## src/rtl/pipe_pclk_rate_ctrl_if.sv

```systemverilog
// PIPE PCLK rate-control bus: lane rate requests, lock, force override and
// the select/status outputs of the controller.
interface pipe_pclk_rate_ctrl_if #(
  parameter int PCIE_LANE = 8,
  parameter int NUM_CLK   = 3
);
  logic [2*PCIE_LANE-1:0] pclk_sel_in;
  logic [PCIE_LANE-1:0]   lane_active;
  logic                   mmcm_locked;
  logic                   force_en;
  logic [1:0]             force_rate;
  logic [NUM_CLK-1:0]     clk_sel;
  logic [1:0]             cur_rate;
  logic                   switch_busy;
  logic                   switch_done;
  logic                   lane_mismatch;
  logic [15:0]            switch_count;

  modport master (
    output pclk_sel_in, lane_active, mmcm_locked, force_en, force_rate,
    input  clk_sel, cur_rate, switch_busy, switch_done, lane_mismatch, switch_count
  );

  modport slave (
    input  pclk_sel_in, lane_active, mmcm_locked, force_en, force_rate,
    output clk_sel, cur_rate, switch_busy, switch_done, lane_mismatch, switch_count
  );
endinterface

```

## src/rtl/pipe_pclk_rate_ctrl.sv

```systemverilog
// PCLK source select controller: synchronises per-lane rate requests,
// qualifies lane agreement and drives a break-before-make one-hot select.
module pipe_pclk_rate_ctrl #(
  parameter int PCIE_LANE     = 8,
  parameter int NUM_CLK       = 3,
  parameter int SYNC_STAGES   = 2,
  parameter int STABLE_CYCLES = 4,
  parameter int GAP_CYCLES    = 2,
  parameter int SETTLE_CYCLES = 8
) (
  input logic                  sys_clk,
  input logic                  sys_reset_n,
  pipe_pclk_rate_ctrl_if.slave bus
);

  localparam logic [2:0]  NumClkW = 3'(NUM_CLK);
  localparam logic [15:0] StableW = 16'(STABLE_CYCLES);
  localparam logic [15:0] GapW    = 16'(GAP_CYCLES);
  localparam logic [15:0] SettleW = 16'(SETTLE_CYCLES);

  typedef enum logic [2:0] {
    S_IDLE, S_QUALIFY, S_BREAK, S_GAP, S_MAKE, S_SETTLE
  } stateT;

  stateT                  state_q, state_d;
  logic [2*PCIE_LANE-1:0] selSync_q [SYNC_STAGES];
  logic [SYNC_STAGES-1:0] lockSync_q;
  logic [15:0]            cnt_q, cnt_d;
  logic [1:0]             latched_q, latched_d;
  logic [1:0]             curRate_q, curRate_d;
  logic [NUM_CLK-1:0]     clkSel_q, clkSel_d;
  logic                   done_q, done_d;
  logic                   mismatch_q;
  logic [15:0]            switchCount_q;
  logic                   countInc;

  logic [2*PCIE_LANE-1:0] selSynced;
  logic                   locked;
  logic                   agreeFound, laneDisagree, laneIllegal, agreeValid;
  logic [1:0]             agreeCode;
  logic [1:0]             targetCode;
  logic                   targetValid;

  assign selSynced = selSync_q[SYNC_STAGES-1];
  assign locked    = lockSync_q[SYNC_STAGES-1];

  // Shift asynchronous lane codes and MMCM lock through the synchroniser chains.
  always_ff @(posedge sys_clk) begin
    if (!sys_reset_n) begin
      for (int s = 0; s < SYNC_STAGES; s++) selSync_q[s] <= '0;
      lockSync_q <= '0;
    end else begin
      selSync_q[0] <= bus.pclk_sel_in;
      for (int s = 1; s < SYNC_STAGES; s++) selSync_q[s] <= selSync_q[s-1];
      lockSync_q <= {lockSync_q[SYNC_STAGES-2:0], bus.mmcm_locked};
    end
  end

  // Compare every active lane against the first active lane; flag code 3 as illegal.
  always_comb begin
    agreeFound   = 1'b0;
    agreeCode    = 2'd0;
    laneDisagree = 1'b0;
    laneIllegal  = 1'b0;
    for (int i = 0; i < PCIE_LANE; i++) begin
      if (bus.lane_active[i]) begin
        if (selSynced[2*i +: 2] == 2'd3) laneIllegal = 1'b1;
        if (!agreeFound) begin
          agreeFound = 1'b1;
          agreeCode  = selSynced[2*i +: 2];
        end else if (selSynced[2*i +: 2] != agreeCode) begin
          laneDisagree = 1'b1;
        end
      end
    end
  end

  assign agreeValid  = agreeFound && !laneIllegal && !laneDisagree &&
                       ({1'b0, agreeCode} < NumClkW);
  assign targetCode  = bus.force_en ? bus.force_rate : agreeCode;
  assign targetValid = bus.force_en ? ({1'b0, bus.force_rate} < NumClkW) : agreeValid;

  // Switch sequencing: qualify a stable target, break, gap, make on lock, settle.
  always_comb begin
    state_d   = state_q;
    cnt_d     = cnt_q;
    latched_d = latched_q;
    curRate_d = curRate_q;
    clkSel_d  = clkSel_q;
    done_d    = 1'b0;
    countInc  = 1'b0;
    unique case (state_q)
      S_IDLE: begin
        if (targetValid && (targetCode != curRate_q) && locked) begin
          state_d   = S_QUALIFY;
          latched_d = targetCode;
          cnt_d     = 16'd1;
        end
      end
      S_QUALIFY: begin
        if (!targetValid || (targetCode == curRate_q)) begin
          state_d = S_IDLE;
        end else if (targetCode != latched_q) begin
          latched_d = targetCode;
          cnt_d     = 16'd1;
        end else if (locked) begin
          if (cnt_q >= StableW) state_d = S_BREAK;
          else                  cnt_d   = cnt_q + 16'd1;
        end
      end
      S_BREAK: begin
        clkSel_d = '0;
        cnt_d    = 16'd1;
        state_d  = (GAP_CYCLES == 0) ? S_MAKE : S_GAP;
      end
      S_GAP: begin
        if (cnt_q >= GapW) state_d = S_MAKE;
        else               cnt_d   = cnt_q + 16'd1;
      end
      S_MAKE: begin
        if (locked) begin
          clkSel_d  = NUM_CLK'(1) << latched_q;
          curRate_d = latched_q;
          cnt_d     = 16'd1;
          state_d   = S_SETTLE;
        end
      end
      S_SETTLE: begin
        if (cnt_q >= SettleW) begin
          done_d   = 1'b1;
          countInc = 1'b1;
          state_d  = S_IDLE;
        end else begin
          cnt_d = cnt_q + 16'd1;
        end
      end
      default: state_d = S_IDLE;
    endcase
  end

  // Register FSM state, select, status and the saturating switch counter.
  always_ff @(posedge sys_clk) begin
    if (!sys_reset_n) begin
      state_q       <= S_IDLE;
      cnt_q         <= '0;
      latched_q     <= '0;
      curRate_q     <= '0;
      clkSel_q      <= NUM_CLK'(1);
      done_q        <= 1'b0;
      mismatch_q    <= 1'b0;
      switchCount_q <= '0;
    end else begin
      state_q    <= state_d;
      cnt_q      <= cnt_d;
      latched_q  <= latched_d;
      curRate_q  <= curRate_d;
      clkSel_q   <= clkSel_d;
      done_q     <= done_d;
      mismatch_q <= laneIllegal | laneDisagree;
      if (countInc && (switchCount_q != 16'hFFFF)) switchCount_q <= switchCount_q + 16'd1;
    end
  end

  assign bus.clk_sel       = clkSel_q;
  assign bus.cur_rate      = curRate_q;
  assign bus.switch_busy   = (state_q == S_BREAK) || (state_q == S_GAP) ||
                             (state_q == S_MAKE)  || (state_q == S_SETTLE);
  assign bus.switch_done   = done_q;
  assign bus.lane_mismatch = mismatch_q;
  assign bus.switch_count  = switchCount_q;

endmodule

```

## src/flat_wrapper.sv

```systemverilog
// flat-port wrapper written by rule: the top's interface ports become plain ports
module pipe_pclk_rate_ctrl_flat 
#(
  parameter int PCIE_LANE     = 8,
  parameter int NUM_CLK       = 3,
  parameter int SYNC_STAGES   = 2,
  parameter int STABLE_CYCLES = 4,
  parameter int GAP_CYCLES    = 2,
  parameter int SETTLE_CYCLES = 8
)
  (sys_clk, sys_reset_n, bus_pclk_sel_in, bus_lane_active, bus_mmcm_locked, bus_force_en, bus_force_rate, bus_clk_sel, bus_cur_rate, bus_switch_busy, bus_switch_done, bus_lane_mismatch, bus_switch_count);
  pipe_pclk_rate_ctrl_if #(.PCIE_LANE(PCIE_LANE), .NUM_CLK(NUM_CLK)) bus_i ();
  input logic sys_clk;
  input logic sys_reset_n;
  input wire logic [$bits(bus_i.pclk_sel_in)-1:0] bus_pclk_sel_in;
  input wire logic [$bits(bus_i.lane_active)-1:0] bus_lane_active;
  input wire logic [$bits(bus_i.mmcm_locked)-1:0] bus_mmcm_locked;
  input wire logic [$bits(bus_i.force_en)-1:0] bus_force_en;
  input wire logic [$bits(bus_i.force_rate)-1:0] bus_force_rate;
  output wire logic [$bits(bus_i.clk_sel)-1:0] bus_clk_sel;
  output wire logic [$bits(bus_i.cur_rate)-1:0] bus_cur_rate;
  output wire logic [$bits(bus_i.switch_busy)-1:0] bus_switch_busy;
  output wire logic [$bits(bus_i.switch_done)-1:0] bus_switch_done;
  output wire logic [$bits(bus_i.lane_mismatch)-1:0] bus_lane_mismatch;
  output wire logic [$bits(bus_i.switch_count)-1:0] bus_switch_count;
  assign bus_i.pclk_sel_in = bus_pclk_sel_in;
  assign bus_i.lane_active = bus_lane_active;
  assign bus_i.mmcm_locked = bus_mmcm_locked;
  assign bus_i.force_en = bus_force_en;
  assign bus_i.force_rate = bus_force_rate;
  assign bus_clk_sel = bus_i.clk_sel;
  assign bus_cur_rate = bus_i.cur_rate;
  assign bus_switch_busy = bus_i.switch_busy;
  assign bus_switch_done = bus_i.switch_done;
  assign bus_lane_mismatch = bus_i.lane_mismatch;
  assign bus_switch_count = bus_i.switch_count;
  pipe_pclk_rate_ctrl #(.PCIE_LANE(PCIE_LANE), .NUM_CLK(NUM_CLK), .SYNC_STAGES(SYNC_STAGES), .STABLE_CYCLES(STABLE_CYCLES), .GAP_CYCLES(GAP_CYCLES), .SETTLE_CYCLES(SETTLE_CYCLES)) u_core (.sys_clk(sys_clk), .sys_reset_n(sys_reset_n), .bus(bus_i));
endmodule
```

## config.mk

```make
export PLATFORM = sky130hd
export DESIGN_NAME = pipe_pclk_rate_ctrl_flat
export DESIGN_NICKNAME = d
export VERILOG_FILES = /design/src/rtl/pipe_pclk_rate_ctrl_if.sv /design/src/rtl/pipe_pclk_rate_ctrl.sv /design/src/flat_wrapper.sv
export SDC_FILE = /design/constraint.sdc
export NUM_CORES = 1
export LEC_CHECK = 0
export BUFFER_PORTS_ARGS = -buffer_cell sky130_fd_sc_hd__buf_2
export CAP_MARGIN = 10
export CORE_MARGIN = 2
export CORE_UTILIZATION = 45
export CTS_BUF_LIST = sky130_fd_sc_hd__clkbuf_8
export DETAILED_ROUTE_END_ITERATION = 16
export GPL_ROUTABILITY_DRIVEN = 0
export GPL_TIMING_DRIVEN = 0
export PLACE_DENSITY_LB_ADDON = 0.2
export SLEW_MARGIN = 5
export SYNTH_ARGS = -nofsm -noshare
export SYNTH_HDL_FRONTEND = slang
export SYNTH_SLANG_ARGS = --single-unit
```

## constraint.sdc

```tcl
create_clock -name sys_clk -period 6.1 [get_ports sys_clk]
set_input_delay 0.305 -clock sys_clk [delete_from_list [all_inputs] [get_ports sys_clk]]
set_output_delay 0.305 -clock sys_clk [all_outputs]
set_load 0.02 [all_outputs]
```

==> results.ini, run 1 <==
[final_layout]
antenna_cells = 0
fillerInstances = 844
utilization_pct = 53.8
drive_gt1_share_pct = 15.9
syn_to_final_growth_pct = 15.1
nets = 545
final_area_sq_mm = 0.00444

[timing]
worst_slew_pin_slew_ns = 0.692
drv_slew = 0
fin_crit_ns = 3.50
fmaxAchievable_mhz = 286
hold_ws_ns = 0.151
layout_setup_ws_ns = 2.60
min_period_over_period_pct = 57.4
setup_violations = 0
slew_headroom_pct = 53.4
tns_ns = 0
hold_viol_final = 0
final.setup_skew_ns = 0.0133
rsz0062_at_grt = false

[power]
ir_worst_vdd_mv = 0.160
power.switching_uw = 273
power_density_mw_per_mm2 = 224
p_comb_share_pct = 9.3
swShare_pct = 27.5
power_frac_seq_pct = 53.2
internal-power_uw = 720
power.leakage_uw = 0.00182
clock_power_share_pct = 37.5

[clock_network]
cts_htree_levels = 3
cts_sinks = 78
cts_buffers = 9
cts_hold_buf = 0
postCtsSetupRepairBufs = 0
root_buffer = clkbuf_8
cts_buffer_depth = 2
cts_tree = yes
worstSkewPairLatency_ns = 0.35
clk_pin_slew_worst_paths_ns = 0.09
cts-resized-gates = 0

[synth]
yosys.area.top_type = dfxtp_1
synth_edf_count = 0
netlist-cell-type-count = 62
synth_area_leaders = dfxtp_1, and2_1, xnor2_1
synth_warnings = 0
seq_area_frac_synth_pct = 40.4
syn_area_sq_mm = 0.00386
ys_async_sr_fraction_pct = 0
synthFlopType = dfxtp_1
synth_nets = 483
yosys_register_bits = 78
synthCells = 450
synth.top_cell.area_share_pct = 40.4
syn_area_per_cell_sq_um = 8.58

[critical_path]
crit_chain = clkbuf_1, or3_1, buf_2, o41ai_2, nor4_1, nor3_1, o311ai_1, o41ai_2, o41ai_2, nor2_1, buf_2, nor3_1, a211oi_1
crit_fanout = 10
r2r_slack_ns = 2.62
cp-start-kind = input pin
crit_buf_inv = 3
cp-end-kind = flip-flop
crit_type = input pin to flip-flop
cpLargestDelayFamily = compound AO/OA/AOI/OAI gates
slowest_stage = o41ai_2
required_ns = 6.36
crit_arrival_ns = 3.76
crit_top_cell = o41ai_2
cpPeakStageDelay_ns = 0.67

[route]
finalWirelength_mm = 8.32
drt_iter0_drc = 190
drt-pass1-iter-count = 4
drtAntennaViolNets = 0
post_drt_wl_per_cell_microns = 13.4
drc = 0
vias_per_cell = 5.33
via_count = 3313

[grt]
grt_antenna_before_repair = 1
grt_max_degree = 18
grt_pass1_wl_mm = 14.3
grt_overflow_total = 0
first_global_vias = 3122
gr-usage-all-layers_pct = 18.2

[place]
place_hpwl_mm = 6.27
dpl_cell_area_sq_mm = 0.00425
port-buffer-count = 51
place_ws_ns = 2.31

[hold_path]
min_path_type = input pin to flip-flop

[floorplan]
num_io_pins = 54
rows = 33
dieHeight_microns = 96.6
die_w_microns = 96.6
start_util_pct = 46.8
core-area_sq_mm = 0.00826
die-area_sq_mm = 0.00934

[run_status]
outcome = finished, final reports clean

[job]
drv_cap = 0

[placed cells by master, fill, tap and decap left out, types with 3 or more instances in the layout]
cell type,n
or3_1,5
o21ai_0,11
nand3_1,23
o211ai_1,3
buf_2,55
nor2_1,32
xnor2_1,15
inv_6,3
nor2b_1,10
nand3b_1,3
a21boi_1,3
and2_1,51
o41ai_2,3
or4_1,4
nand4_1,12
nand2b_1,6
xor2_1,15
nor3_1,12
and4_1,3
nand2_1,31
inv_1,18
clkbuf_8,9
nor4_1,5
o21ai_1,3
dfxtp_1,78
clkbuf_1,15
and3_1,8
o22ai_1,3
a21oi_1,20
mux2i_1,6
ha_1,3
[synthesized netlist by cell type, drive strengths merged, types with 3 or more instances]
cell type	count
xnor2	15
and4	3
o21ai	14
nand3	23
nor4	6
mux2i	6
nand3b	3
inv	18
nand2	31
dfxtp	78
o41ai	4
or2	3
a21oi	20
o21ba	3
buf	4
xor2	16
a21boi	5
nor3	12
ha	3
o211ai	3
nand2b	6
clkbuf	15
or3	5
and3	8
and2	51
nand4	12
nor2b	10
or4	4
o311ai	3
nor2	32
o22ai	4
[area by class of cell]
type	instances	area (sq um)	share of cell area [%]
plain buffers	19	76.3	1.72
clock buffers	9	124	2.79
clock inverters	7	72.6	1.63
inverters	18	67.6	1.52
multi-input cells	335	2160	48.5
flip-flops and latches	78	1560	35.1
well taps	105	131	2.96
repair buffers	51	255	5.74
[cell families after synthesis]
kind of cell | synth area share [%]
compound gates | 15.5
simple gates | 30.6
buf+inv | 3.73
flops | 40.4
fa+ha+maj | 0.972
xor+xnor | 7.23
mux | 1.56
[layer usage]
metal	up-vias	GRT usage [%]	wire length (microns)
met5	-	0	0
met4	0	5.20	68
met3	7	4.84	444
met2	83	29.2	3710
met1	1516	24.2	4090
li1	1707	-	-
[per-stage QoR]
| stage | instances | power (uW) |
|---|---|---|
| 6_report | 622 | 993 |
| 5_1_grt | 622 | 1050 |
| 4_1_cts | 622 | 1010 |
| 3_5_place_dp | 606 | 633 |
| 3_3_place_gp | 606 | 630 |
| 2_1_floorplan | 450 | 602 |
[power by group through the flow]
| stage | clock network [uW] | logic (uW) | registers [uW] |
|---|---|---|---|
| after CTS | 385 | 92.6 | 529 |
| final | 373 | 92.2 | 529 |
| after global placement | 0 | 90.0 | 540 |
| after detailed placement | 0 | 92.0 | 541 |
| after floorplan | 0 | 62.4 | 539 |
| after global routing | 413 | 103 | 530 |
[final timing paths]
| path | to | cells after the start | startpoint |
|---|---|---|---|
| setup / recovery | u_core.cnt_q[0]$_SDFFE_PN0P_ | 13 | bus_lane_active[1] |
| hold / removal | u_core.selSync_q[0][0]$_SDFF_PN0_ | 2 | bus_pclk_sel_in[0] |
| hold reg to reg | u_core.cnt_q[14]$_SDFFE_PN0P_ | 2 | u_core.cnt_q[14]$_SDFFE_PN0P_ |
| setup reg to reg | u_core.cnt_q[9]$_SDFFE_PN0P_ | 10 | u_core.cnt_q[3]$_SDFFE_PN0P_ |
[state kept, by name, summed over array words and instances, names as in the netlist]
name and count:
u_core.lockSync_q 2, u_core.bus.switch_done 1, u_core.state_q 3, u_core.selSync_q 32
u_core.bus.clk_sel 3, u_core.latched_q 2, u_core.bus.cur_rate 2, u_core.bus.lane_mismatch 1
u_core.bus.switch_count 16, u_core.cnt_q 16
Note: power is estimated with default switching activity, not from simulation.
==> run 2, diff against run 1 <==
clock period = 2.96 ns   (was 6.1 ns; I/O delays follow)
==> results.ini, run 2 (synthesized netlist as in run 1, its figures left out) <==
[run_status]
outcome = finished with violations
violations = negative setup slack

[critical_path]
cp-end-kind = flip-flop
slowest_stage = or4_4
crit_fanout = 7
cpPeakStageDelay_ns = 0.57
required_ns = 3.25
crit_arrival_ns = 3.32
crit_type = flip-flop to flip-flop
crit_chain = a21oi_4, a21oi_2, o22ai_2, clkbuf_8, a21o_1, a21oi_2, or4_4, nor4_4, nor2_4, or4_1, a21oi_1
cp-start-kind = flip-flop
crit_top_cell = a21oi_2
r2r_slack_ns = -0.07

[final_layout]
top_register = u_core.selSync_q
final_area_sq_mm = 0.00509
final_common_cell = dfxtp_1
nets = 581
multi_input_area_sq_mm = 0.00243
mostFrequentLayoutCells = dfxtp_1, buf_2, and2_1
syn_to_final_growth_pct = 31.8
register_area_sq_mm = 0.00158
largest_reg_flops = 32
drive_gt1_share_pct = 27.3
antenna_cells = 0
fillerInstances = 732

[timing]
min_period_over_period_pct = 102
fin_crit_ns = 3.03
setup_violations = 4
worst_slew_pin_slew_ns = 0.554
drv_slew = 0
hold_viol_final = 0
final.setup_skew_ns = 0.0130
rsz0062_at_grt = true
slew_headroom_pct = 63.1
fmaxAchievable_mhz = 330
layout_setup_ws_ns = -0.0664
hold_ws_ns = 0.00580

[floorplan]
core-area_sq_mm = 0.00826
dieHeight_microns = 96.6
num_io_pins = 54
rows = 33
start_util_pct = 46.8
die_w_microns = 96.6
die-area_sq_mm = 0.00934

[route]
via_count = 3599
drt_iter0_drc = 243
drt-pass1-iter-count = 5
vias_per_cell = 5.47
drtAntennaViolNets = 0
drc = 0
post_drt_wl_per_cell_microns = 14.7
finalWirelength_mm = 9.66

[grt]
grt_pass1_wl_mm = 15.9
gr-usage-all-layers_pct = 20.2
first_global_vias = 3491
grt_overflow_total = 0
grt_antenna_before_repair = 0
grt_max_degree = 18

[clock_network]
cts_sinks = 78
cts_tree = yes
root_buffer = clkbuf_8
cts_buffer_depth = 2
clk_pin_slew_worst_paths_ns = 0.10
cts_buffers = 9
worstSkewPairLatency_ns = 0.37
cts_htree_levels = 3

[place]
place_hpwl_mm = 6.21
port-buffer-count = 51
dpl_cell_area_sq_mm = 0.00428

[hold_path]
min_path_type = input pin to flip-flop

[job]
drv_cap = 0

[power]
power.leakage_uw = 0.00208
power_density_mw_per_mm2 = 425
ir_worst_vdd_mv = 0.327

[run 2: final cells by class]
type | count | share of cell area (%)
clock buffers | 9 | 2.43
repair buffers | 88 | 11.5
plain buffers | 18 | 1.99
inverters | 18 | 1.33
flip-flops and latches | 78 | 31.0
clock inverters | 7 | 1.43
multi-input cells | 335 | 47.7
well taps | 105 | 2.58
[run 2: path summary, 6_finish.rpt]
| check | start | depth (start not counted) | endpoint |
|---|---|---|---|
| max | u_core.selSync_q[0][18]$_SDFF_PN0_ | 11 | u_core.cnt_q[9]$_SDFFE_PN0P_ |
| min | bus_pclk_sel_in[13] | 2 | u_core.selSync_q[0][13]$_SDFF_PN0_ |
| max reg2reg | u_core.selSync_q[0][18]$_SDFF_PN0_ | 11 | u_core.cnt_q[9]$_SDFFE_PN0P_ |
| min reg2reg | u_core.selSync_q[0][12]$_SDFF_PN0_ | 1 | u_core.selSync_q[0][28]$_SDFF_PN0_ |
[run 2: report_power, final]
| group | internal (uW) | leakage [uW] | switching (uW) |
|---|---|---|---|
| logic | 140 | 0.00134 | 147 |
| clock network | 332 | 0.0000974 | 450 |
| registers | 1070 | 0.000640 | 19.3 |
[run 2: metal layers]
| metal | share of wire, % | global-route usage (%) |
|---|---|---|
| met5 | 0 | 0 |
| met4 | 1.9 | 6.93 |
| met3 | 4.3 | 4.48 |
| met2 | 49 | 33.5 |
| met1 | 45 | 26.0 |
[run 2: stage by stage]
| step | power, uW | setup TNS (ns) | util, % | setup WS [ns] | cells |
|---|---|---|---|---|---|
| final | 2160 | -0.132 | 61.6 | -0.0664 | 658 |
| after global routing | 2260 | -0.965 | 61.6 | -0.170 | 658 |
| after CTS | 2140 | 0 | 59.4 | 0.00136 | 651 |
| after detailed placement | 1310 | -7.61 | 51.9 | -0.499 | 606 |
| after global placement | 1300 | -6.11 | 51.9 | -0.411 | 606 |
| after floorplan | 1240 | 0 | - | 0.0102 | 450 |
[run 2: worst max-delay path: cells and delay by family (launching register included)]
family          cells  cell delay, ns
buf+inv             1            0.19
simple gates        4            1.61
compound gates      6            0.76
flops               1            0.37
[run 2: repair_timing]
action	CTS	global route
setup endpoints to repair	18	21
pin swaps	13	17
hold endpoints to repair	12	2
gates resized for setup	37	32
gates cloned	1	0
hold buffers	12	2
setup buffers	17	6
==> run 3, diff against run 2 <==
CELL_PAD_IN_SITES_DETAIL_PLACEMENT = 1   (was default)
CELL_PAD_IN_SITES_GLOBAL_PLACEMENT = 1   (was default)
CORE_UTILIZATION = 40   (was 45)
==> results.ini, run 3 (synthesized netlist as in run 1, its figures left out) <==
[timing]
hold_ws_ns = 0.0246
fin_crit_ns = 3.02
min_period_over_period_pct = 102
rsz0062_at_grt = true
hold_viol_final = 0
drv_slew = 0
final.setup_skew_ns = 0.0107
slew_headroom_pct = 67.8
setup_violations = 4
layout_setup_ws_ns = -0.0554
fmaxAchievable_mhz = 332
worst_slew_pin_slew_ns = 0.483

[critical_path]
crit_chain = a21oi_2, a21oi_4, o22ai_4, xor2_2, a21oi_2, or4_4, nor4_4, nor2_4, or4_4, a21oi_2
slowest_stage = or4_4
required_ns = 3.25
crit_buf_inv = 0
crit_type = flip-flop to flip-flop
cpLargestDelayFamily = simple AND/OR/NAND/NOR gates
cpPeakStageDelay_ns = 0.57
crit_top_cell = a21oi_2
crit_fanout = 7
cp-end-kind = flip-flop
crit_arrival_ns = 3.30
cp-start-kind = flip-flop

[grt]
grt_antenna_before_repair = 0
gr-usage-all-layers_pct = 21.8
grt_overflow_total = 0
grt_pass1_wl_mm = 17.9
grt_max_degree = 16
first_global_vias = 3693

[power]
internal-power_uw = 1680
ir_worst_vdd_mv = 0.326
power_density_mw_per_mm2 = 443
power.leakage_uw = 0.00207
p_comb_share_pct = 11.7
swShare_pct = 25.8
power.switching_uw = 583
power_frac_seq_pct = 48.2
finalPower_uw = 2270
clock_power_share_pct = 40.1

[route]
post_drt_wl_per_cell_microns = 16.2
drc = 0
drt_iter0_drc = 105
drt-pass1-iter-count = 4
via_count = 3574
vias_per_cell = 5.29
finalWirelength_mm = 10.9
drtAntennaViolNets = 0

[clock_network]
root_buffer = clkbuf_8
cts_sinks = 78
clk_pin_slew_worst_paths_ns = 0.09
cts_buffer_depth = 2
cts_htree_levels = 3
cts_tree = yes
cts_buffers = 9
worstSkewPairLatency_ns = 0.35

[final_layout]
antenna_cells = 0
syn_to_final_growth_pct = 32.5
fin_cells = 675
utilization_pct = 55.1
fillerInstances = 1122
final_common_cell = dfxtp_1
top_register = u_core.selSync_q
largest_reg_flops = 32
nets = 574
mostFrequentLayoutCells = dfxtp_1, buf_2, and2_1
drive_gt1_share_pct = 27.7

[floorplan]
dieHeight_microns = 102
rows = 35
start_util_pct = 41.6
num_io_pins = 54
die-area_sq_mm = 0.0105
core-area_sq_mm = 0.00928
die_w_microns = 102

[place]
port-buffer-count = 51
dpl.cell_count = 630
place_hpwl_mm = 7.36

[run_status]
outcome = finished with violations
violations = negative setup slack

[hold_path]
min_path_type = input pin to flip-flop

[job]
drv_cap = 0

## run 3: area by class of cell
class / count / area [sq um] / area share, %
clock inverters: 7 / 105 / 2.05
clock buffers: 9 / 124 / 2.42
well taps: 129 / 161 / 3.15
plain buffers: 18 / 101 / 1.98
inverters: 18 / 67.6 / 1.32
multi-input cells: 335 / 2460 / 48.2
flip-flops and latches: 78 / 1580 / 30.9
repair buffers: 81 / 514 / 10.0
## run 3: path summary, 6_finish.rpt
| path | startpoint | endpoint | slack, ns | cells past startpoint |
|---|---|---|---|---|
| worst max-delay path | u_core.selSync_q[0][19]$_SDFF_PN0_ | u_core.cnt_q[9]$_SDFFE_PN0P_ | -0.06 | 10 |
| worst min register to register | u_core.selSync_q[0][13]$_SDFF_PN0_ | u_core.selSync_q[0][29]$_SDFF_PN0_ | 0.44 | 1 |
| worst min-delay path | bus_pclk_sel_in[7] | u_core.selSync_q[0][7]$_SDFF_PN0_ | 0.02 | 2 |
| worst max register to register | u_core.selSync_q[0][19]$_SDFF_PN0_ | u_core.cnt_q[9]$_SDFFE_PN0P_ | -0.06 | 10 |
## run 3: through the flow
| stage | TNS, ns | area (sq um) | worst slack, ns |
|---|---|---|---|
| global placement | -7.52 | 4310 | -0.511 |
| finish | -0.137 | 5120 | -0.0554 |
| CTS | 0 | 4990 | 0.00795 |
| global route | -1.27 | 5120 | -0.158 |
| floorplan | 0 | 3900 | 0.0102 |
| detailed placement | -9.42 | 4310 | -0.624 |
## run 3: power by group through the flow
stage / Clock (uW) / Combinational, uW / Sequential [uW]
after global routing: 971 / 289 / 1090
after detailed placement: 0 / 197 / 1120
after CTS: 923 / 255 / 1090
after global placement: 0 / 192 / 1110
final: 908 / 266 / 1090
after floorplan: 0 / 133 / 1110
## run 3: per-layer routing
layer	vias to the layer above	GRT usage, %	part of all wire, %
li1	1757	-	-
met1	1755	26.7	46
met2	50	38.5	50
met3	12	4.24	2.9
met4	0	7.08	1.2
met5	-	0	0
## run 3: timing repair
action / in CTS / in global routing
cloned: 1 / 0
setup buffers: 15 / 2
endpoints found under the hold margin: 11 / 1
pin swaps: 13 / 12
resized for setup: 43 / 27
hold buffers: 11 / 1
endpoints found under the setup margin: 21 / 21
